$ cat config.mk
export PLATFORM = sky130hd
export DESIGN_NAME = uart_rx_ctrl
export DESIGN_NICKNAME = d
export VERILOG_FILES = /design/src/rtl/uart_rx_ctrl.sv
export SDC_FILE = /design/constraint.sdc
export NUM_CORES = 1
export LEC_CHECK = 0
export CAP_MARGIN = 0
export CORE_ASPECT_RATIO = 0.8
export CORE_MARGIN = 5
export CORE_UTILIZATION = 55
export DETAILED_ROUTE_END_ITERATION = 8
export GPL_TIMING_DRIVEN = 0
export PLACE_DENSITY = 0.8
export SLEW_MARGIN = 20
export SYNTH_ARGS = -nofsm -noshare
export SYNTH_HDL_FRONTEND = slang
export SYNTH_SLANG_ARGS = --single-unit
export TNS_END_PERCENT = 50
$ cat constraint.sdc
create_clock -name clk -period 6.8 [get_ports clk]
set_clock_uncertainty 0.2 [all_clocks]
set_input_delay 0.68 -clock clk [delete_from_list [all_inputs] [get_ports clk]]
set_output_delay 0.68 -clock clk [all_outputs]
set_load 0.05 [all_outputs]
$ cat src/rtl/uart_rx_ctrl.sv
// Receive-side controller: arms/restarts the UART receiver, buffers bytes in a small FIFO,
// and counts framing errors when UART_RX_CTRL_ERRCNT_EN is defined (otherwise err_cnt is 0).
module uart_rx_ctrl #(
  parameter int DEPTH   = 4,
  parameter int RST_CYC = 24
) (
  input  logic       clk,
  input  logic       rst,
  input  logic       enable,
  input  logic       rx_rdc,
  input  logic       rx_error,
  input  logic [7:0] rx_data,
  output logic       rx_ce,
  output logic       rx_rd,
  output logic       rx_rst_n,
  output logic [7:0] m_data,
  output logic       m_valid,
  input  logic       m_ready,
  output logic       fifo_full,
  output logic [7:0] err_cnt
);

  localparam int AW = $clog2(DEPTH);
  localparam int CW = AW + 1;

  typedef enum logic [2:0] {IDLE, ARM, WAIT, CAPTURE, RECOVER} state_t;

  state_t        state_reg, state_next;
  logic [4:0]    arm_cnt_reg;
  logic [7:0]    mem_reg [DEPTH];
  logic [AW-1:0] wr_ptr_reg, rd_ptr_reg;
  logic [CW-1:0] count_reg, count_next;
  logic          push, pop;

  assign push      = (state_reg == CAPTURE);
  assign pop       = m_valid && m_ready;
  assign m_valid   = (count_reg != '0);
  assign fifo_full = (count_reg == CW'(DEPTH));
  assign m_data    = mem_reg[rd_ptr_reg];

  // Receiver controls decode straight from the state register.
  assign rx_ce    = (state_reg == WAIT);
  assign rx_rd    = (state_reg == WAIT);
  assign rx_rst_n = (state_reg != ARM);

  always_comb begin
    count_next = count_reg;
    case ({push, pop})
      2'b10:   count_next = count_reg + CW'(1);
      2'b01:   count_next = count_reg - CW'(1);
      default: count_next = count_reg;
    endcase
  end

  always_comb begin
    state_next = state_reg;
    case (state_reg)
      IDLE:    if (enable && !fifo_full) state_next = ARM;
      ARM:     if (arm_cnt_reg == 5'd0) state_next = WAIT;
      WAIT: begin
        // A framing error wins over a simultaneous frame-complete; that byte is dropped.
        if (rx_error)     state_next = RECOVER;
        else if (rx_rdc)  state_next = CAPTURE;
        else if (!enable) state_next = IDLE;
      end
      CAPTURE: state_next = (enable && count_next != CW'(DEPTH)) ? ARM : IDLE;
      RECOVER: state_next = enable ? ARM : IDLE;
      default: state_next = IDLE;
    endcase
  end

  always_ff @(posedge clk) begin
    if (!rst) begin
      state_reg   <= IDLE;
      arm_cnt_reg <= 5'(RST_CYC - 1);
      wr_ptr_reg  <= '0;
      rd_ptr_reg  <= '0;
      count_reg   <= '0;
    end else begin
      state_reg   <= state_next;
      // Counter idles preloaded so ARM always lasts exactly RST_CYC cycles.
      arm_cnt_reg <= (state_reg == ARM) ? arm_cnt_reg - 5'd1 : 5'(RST_CYC - 1);
      count_reg   <= count_next;
      if (push) wr_ptr_reg <= wr_ptr_reg + AW'(1);
      if (pop)  rd_ptr_reg <= rd_ptr_reg + AW'(1);
    end
  end

  always_ff @(posedge clk) begin
    if (push) mem_reg[wr_ptr_reg] <= rx_data;
  end

`ifdef UART_RX_CTRL_ERRCNT_EN
  logic [7:0] err_cnt_reg;

  always_ff @(posedge clk) begin
    if (!rst) begin
      err_cnt_reg <= 8'd0;
    end else if (state_reg == RECOVER && err_cnt_reg != 8'hFF) begin
      err_cnt_reg <= err_cnt_reg + 8'd1;
    end
  end

  assign err_cnt = err_cnt_reg;
`else
  assign err_cnt = 8'd0;
`endif

endmodule

# Word-level counts from Yosys, hierarchy flattened
# Memory sizes are Yosys's and may differ from the RTL's. A register that Yosys moved wholly into a read port is not among the register bits.
# Cells that the tools add are included.
# op_classes
addsub	5
n_eq_ne	12
n_mux	13
n_reduce_logical	9
# ops
cell	n
3-bit 2-to-1 mux	5
3-bit case mux with 5 select lines	1
3-bit by 2-bit == test with 1-bit output (second input constant)	2
3-bit == test (second input constant)	2
3-bit case mux with 2 select lines	1
5-bit logical NOT	1
5-bit by 1-bit subtractor with 5-bit output (second input constant)	1
2-bit by 1-bit adder with 2-bit output (second input constant)	2
1-bit 2-to-1 mux	4
2-bit 2-to-1 mux	2
2-bit inequality test (second input constant)	2
4-bit inequality test (second input constant)	1
3-bit by 1-bit adder with 3-bit output (second input constant)	1
3-bit by 1-bit == test with 1-bit output (second input constant)	1
1-bit logical AND	3
3-bit logical NOT	1
3-bit by 1-bit inequality test with 1-bit output (second input constant)	1
3-bit inequality test (second input constant)	1
3-bit AND reduction	1
3-bit nonzero test	1
3-bit by 1-bit subtractor with 3-bit output (second input constant)	1
2-bit by 1-bit == test with 1-bit output (second input constant)	1
2-bit == test (second input constant)	1
2-bit AND reduction	1
1-bit logical NOT	1
# totals
reg_bits	15
ramBits	32
word_cells	45
memories	1
# mem_list
memory	words	word_bits	read_ports	rd_clocked_by_memory_dff	wr	line	text
mem_reg	4	8	1	1	1	30	logic [7:0] mem_reg [DEPTH];

# Depth between registers and ports, before layout
# depth
depth_word	8
mapped_depth	11

# Least setup slack after synthesis
# No wires, ideal clock.
# synth_path
path_type	register to output
startpoint	reg state_reg[0]
endpoint	out rx_rd
arrival_time_ns	2.175
required_time_ns	5.920
slack_ns	3.745
stages_incl_launch_ff	4
path_buffers	2
path_cell_list	dfxtp_1 buf_2 nor3b_1 buf_4
# synth_via
elab_chain_len	1
# synth_lines
item	line	text
from (decl)	28	state_t state_reg, state_next;
from (signal assigned)	80	state_reg <= state_next;
3-bit by 2-bit == test with 1-bit output	n/a	
to (decl)	14	output logic rx_rd,
# Every way passes these cells.

# Final worst setup path
# layout_path
startpoint	reg state_reg[0]
endpoint	out rx_rd
# layout_via
elab_chain_len	1
# layout_lines
item	line	text
3-bit by 2-bit == test with 1-bit output	43	assign rx_rd = (state_reg == WAIT);
# Every way passes these cells.

==> results.rst <==
.. list-table::
   :header-rows: 1

   * - Metric
     - Value
   * - Routed wirelength normalized by instance count
     - 14.9 µm
   * - Area leader, netlist
     - sky130_fd_sc_hd__edfxtp_1
   * - Final antenna-violating net count
     - 0
   * - Result of the run
     - completed
   * - Final WS setup
     - 3.70 ns
   * - Crit Path Category
     - flip-flop to output pin
   * - Final period demand of the worst path
     - 3.10 ns
   * - Multiplexer area fraction after synthesis
     - 8.31%
   * - CTS hold repair buffers
     - 0
   * - Filler instances
     - 277
   * - Number of post-CTS setup repair buffers
     - 0
   * - Synth Area in Compound Gates
     - 5.54%
   * - Half-perimeter wire length of the detailed placement result
     - 2820 µm
   * - Worst hold slack after final layout
     - 0.204 ns
   * - Via count of the first global-routing pass
     - 1368
   * - Largest family of logic cells by synthesized area
     - simple AND/OR/NAND/NOR gates
   * - Area Overhead vs Synth
     - 20.2%
   * - Most common cell after layout, fill and taps aside
     - sky130_fd_sc_hd__edfxtp_1
   * - Number of flip-flops in the largest register
     - 32
   * - Placement Rows
     - 20
   * - DRC violations left
     - 0
   * - Die height
     - 66.1 µm
   * - Overall die area
     - 0.00530 mm²
   * - Clock slew at reported path FFs
     - 0.08 ns
   * - Post-cts resize count
     - 0
   * - 1st-iter DRT viols
     - 103
   * - Count of pins on the block boundary
     - 35
   * - Required time at the worst-slack endpoint
     - 5.92 ns
   * - Fin nets
     - 224
   * - Maximum number of pins on one net before global-route repair
     - 15
   * - Leakage dissipation
     - 0.943 nW
   * - Effective utilization at floorplan
     - 57.0%
   * - Port buffer count
     - 26
   * - Clock Latency Late Sink
     - 0.29 ns
   * - Arr. time, crit path
     - 2.22 ns
   * - Most frequent cells in the layout
     - sky130_fd_sc_hd__edfxtp_1 (32), sky130_fd_sc_hd__clkdlybuf4s50_1 (26), sky130_fd_sc_hd__dfxtp_1 (17)
   * - Reported max-cap violation count
     - 0
   * - Synth Area in Adders
     - 4.97%
   * - Share of post-route cells with drive strength above 1
     - 14.8%
   * - Number of levels in the clock H-tree
     - 2
   * - Kind of end point of the critical path
     - output pin
   * - Total power
     - 0.629 mW
   * - CORE AREA
     - 0.00380 mm²
   * - Overall track demand over capacity in global routing
     - 16.3%
   * - Total negative slack
     - 0 ns
   * - Routed vias/inst
     - 5.18
   * - Pins over their slew limit
     - 0
   * - CTS Sinks
     - 49
   * - Number of distinct library cells after synthesis
     - 41
   * - Die Wd
     - 80.2 µm
   * - Leftover overflow at the end of global routing
     - 0
   * - Cell at the root of the clock tree
     - sky130_fd_sc_hd__clkbuf_8
   * - Global-route wire length before repair
     - 6330 µm
   * - Power per Cell Area
     - 242 mW/mm²
   * - Achievable clock frequency
     - 0.323 GHz
   * - Worst slew margin relative to its limit
     - 65.3%
   * - Proportion of netlist area held by the largest area contributor
     - 44.3%
   * - Max FO, Critical Path
     - 10
   * - Kind of start point of the critical path
     - flip-flop
   * - Wirelength, routed
     - 3830 µm
   * - Largest buffer count on any clock path
     - 2
   * - Via count of the routed design
     - 1337
   * - Post-synthesis instance area
     - 0.00217 mm²
   * - Warning count from the yosys run
     - 0
   * - Setup repair after global routing missed its margin
     - no
   * - Area share of and/or/nand/nor cells after synthesis
     - 12.1%
   * - Setup Viol. Count Final
     - 0
   * - Synthesized-area fraction occupied by xor and xnor cells
     - 2.42%
   * - Post-synthesis average cell area
     - 13.4 µm²
   * - Number of antenna violations at the first check in global routing
     - 0
   * - Post-Syn Instances
     - 162
   * - # diodes
     - 0
   * - Post-placement setup slack
     - 3.74 ns
   * - Worst IR drop on VDD
     - 0.132 mV
   * - Synth top area cells
     - sky130_fd_sc_hd__edfxtp_1 (44%), sky130_fd_sc_hd__dfxtp_1 (16%), sky130_fd_sc_hd__mux4_2 (8.3%), sky130_fd_sc_hd__ha_1 (4.0%), sky130_fd_sc_hd__buf_4 (3.1%)
   * - Synthesis-stage register bit count
     - 49
   * - Number of detailed-routing iterations run before antenna repair
     - 4
   * - Sequential share of the synthesized area
     - 60.0%
   * - Routability cong.
     - 0.774
   * - CTS buffer count
     - 5
   * - Type of the most critical hold path
     - flip-flop to flip-flop
   * - Count of final hold-check violations
     - 0
   * - Post-route clock period utilization
     - 45.5%
   * - Measured slew at the worst slew-check pin
     - 0.520 ns
   * - Clock tree from TritonCTS
     - built
## final cells by class
class / count / area, µm² / area share, %
Clock inverter: 3 / 12.5 / 0.481
Sequential cell: 49 / 1300 / 50.0
Inverter: 10 / 37.5 / 1.44
Multi-Input combinational cell: 95 / 753 / 28.9
Clock buffer: 5 / 68.8 / 2.64
Timing Repair Buffer: 26 / 260 / 10.0
Buffer: 15 / 101 / 3.89
Tap cell: 55 / 68.8 / 2.64
## cells in the mapped netlist
cell                       number
sky130_fd_sc_hd__inv_1         10
sky130_fd_sc_hd__a31oi_1        1
sky130_fd_sc_hd__mux4_2         8
sky130_fd_sc_hd__o31a_1         1
sky130_fd_sc_hd__a21oi_1        6
sky130_fd_sc_hd__fa_1           1
sky130_fd_sc_hd__edfxtp_1      32
sky130_fd_sc_hd__o21ai_0        4
sky130_fd_sc_hd__nand2_1        5
sky130_fd_sc_hd__nand4_1        1
sky130_fd_sc_hd__a22oi_1        2
sky130_fd_sc_hd__o22ai_1        1
sky130_fd_sc_hd__dfxtp_1       17
sky130_fd_sc_hd__buf_2          3
sky130_fd_sc_hd__a211o_1        1
sky130_fd_sc_hd__nor2b_1        2
sky130_fd_sc_hd__xor2_1         2
sky130_fd_sc_hd__and3b_1        1
sky130_fd_sc_hd__and2b_1        1
sky130_fd_sc_hd__a311oi_1       2
sky130_fd_sc_hd__or3b_1         1
sky130_fd_sc_hd__nor4b_2        1
sky130_fd_sc_hd__buf_1          1
sky130_fd_sc_hd__nor3_2         1
sky130_fd_sc_hd__buf_6          1
sky130_fd_sc_hd__nor3_1         3
sky130_fd_sc_hd__buf_4          9
sky130_fd_sc_hd__nor2_1        14
sky130_fd_sc_hd__ha_1           7
sky130_fd_sc_hd__conb_1         1
sky130_fd_sc_hd__o21bai_1       1
sky130_fd_sc_hd__nand2b_1       3
sky130_fd_sc_hd__nor3b_1        2
sky130_fd_sc_hd__xnor2_1        4
sky130_fd_sc_hd__or3b_4         1
sky130_fd_sc_hd__and3_1         2
sky130_fd_sc_hd__clkbuf_1       1
sky130_fd_sc_hd__nand3_1        1
sky130_fd_sc_hd__or3_1          2
sky130_fd_sc_hd__and2_1         4
sky130_fd_sc_hd__nand3b_1       1
## power by group
group          internal (mW)  switching, mW  leakage (nW)  total (mW)
Clock                 0.0693         0.0874        0.0430       0.157
Combinational         0.0574         0.0843         0.474       0.142
Sequential             0.325        0.00553         0.425       0.331
Total                  0.452          0.177         0.943       0.629
## per-stage QoR
step                std cells  utilization (%)  area, µm²
floorplan                 169                -       2190
global placement          250             66.3       2520
finish                    258             68.5       2600
detailed placement        250             66.3       2520
global route              258             68.5       2600
CTS                       258             68.5       2600
## cells by family after synthesis
group           Yosys count
flops                    49
xor+xnor                  6
fa+ha+maj                 8
buf+inv                  25
mux                       8
compound gates           19
other cells               1
simple gates             46
## routing by layer
| metal | global-route usage, % | part of all wire [%] |
|---|---|---|
| met5 | 0 | 0 |
| met4 | 7.59 | 1.5 |
| met3 | 3.95 | 4.3 |
| met2 | 28.0 | 52 |
| met1 | 19.2 | 42 |
## worst max-delay path: stages (launching register included)
cell	delay (ns)
sky130_fd_sc_hd__dfxtp_1	0.32
sky130_fd_sc_hd__buf_2	0.16
sky130_fd_sc_hd__nor3b_1	0.46
sky130_fd_sc_hd__buf_4	0.19
sky130_fd_sc_hd__clkdlybuf4s50_1	0.80
## worst paths after layout
check	end	slack, ns	startpoint	cells after the start
min	arm_cnt_reg[0]	0.20	arm_cnt_reg[0]	1
max	rx_rd	3.70	state_reg[0]	4
max reg2reg	state_reg[0]	4.23	state_reg[2]	10
min reg2reg	arm_cnt_reg[0]	0.20	arm_cnt_reg[0]	1
Power figures use the tool's default switching activity.
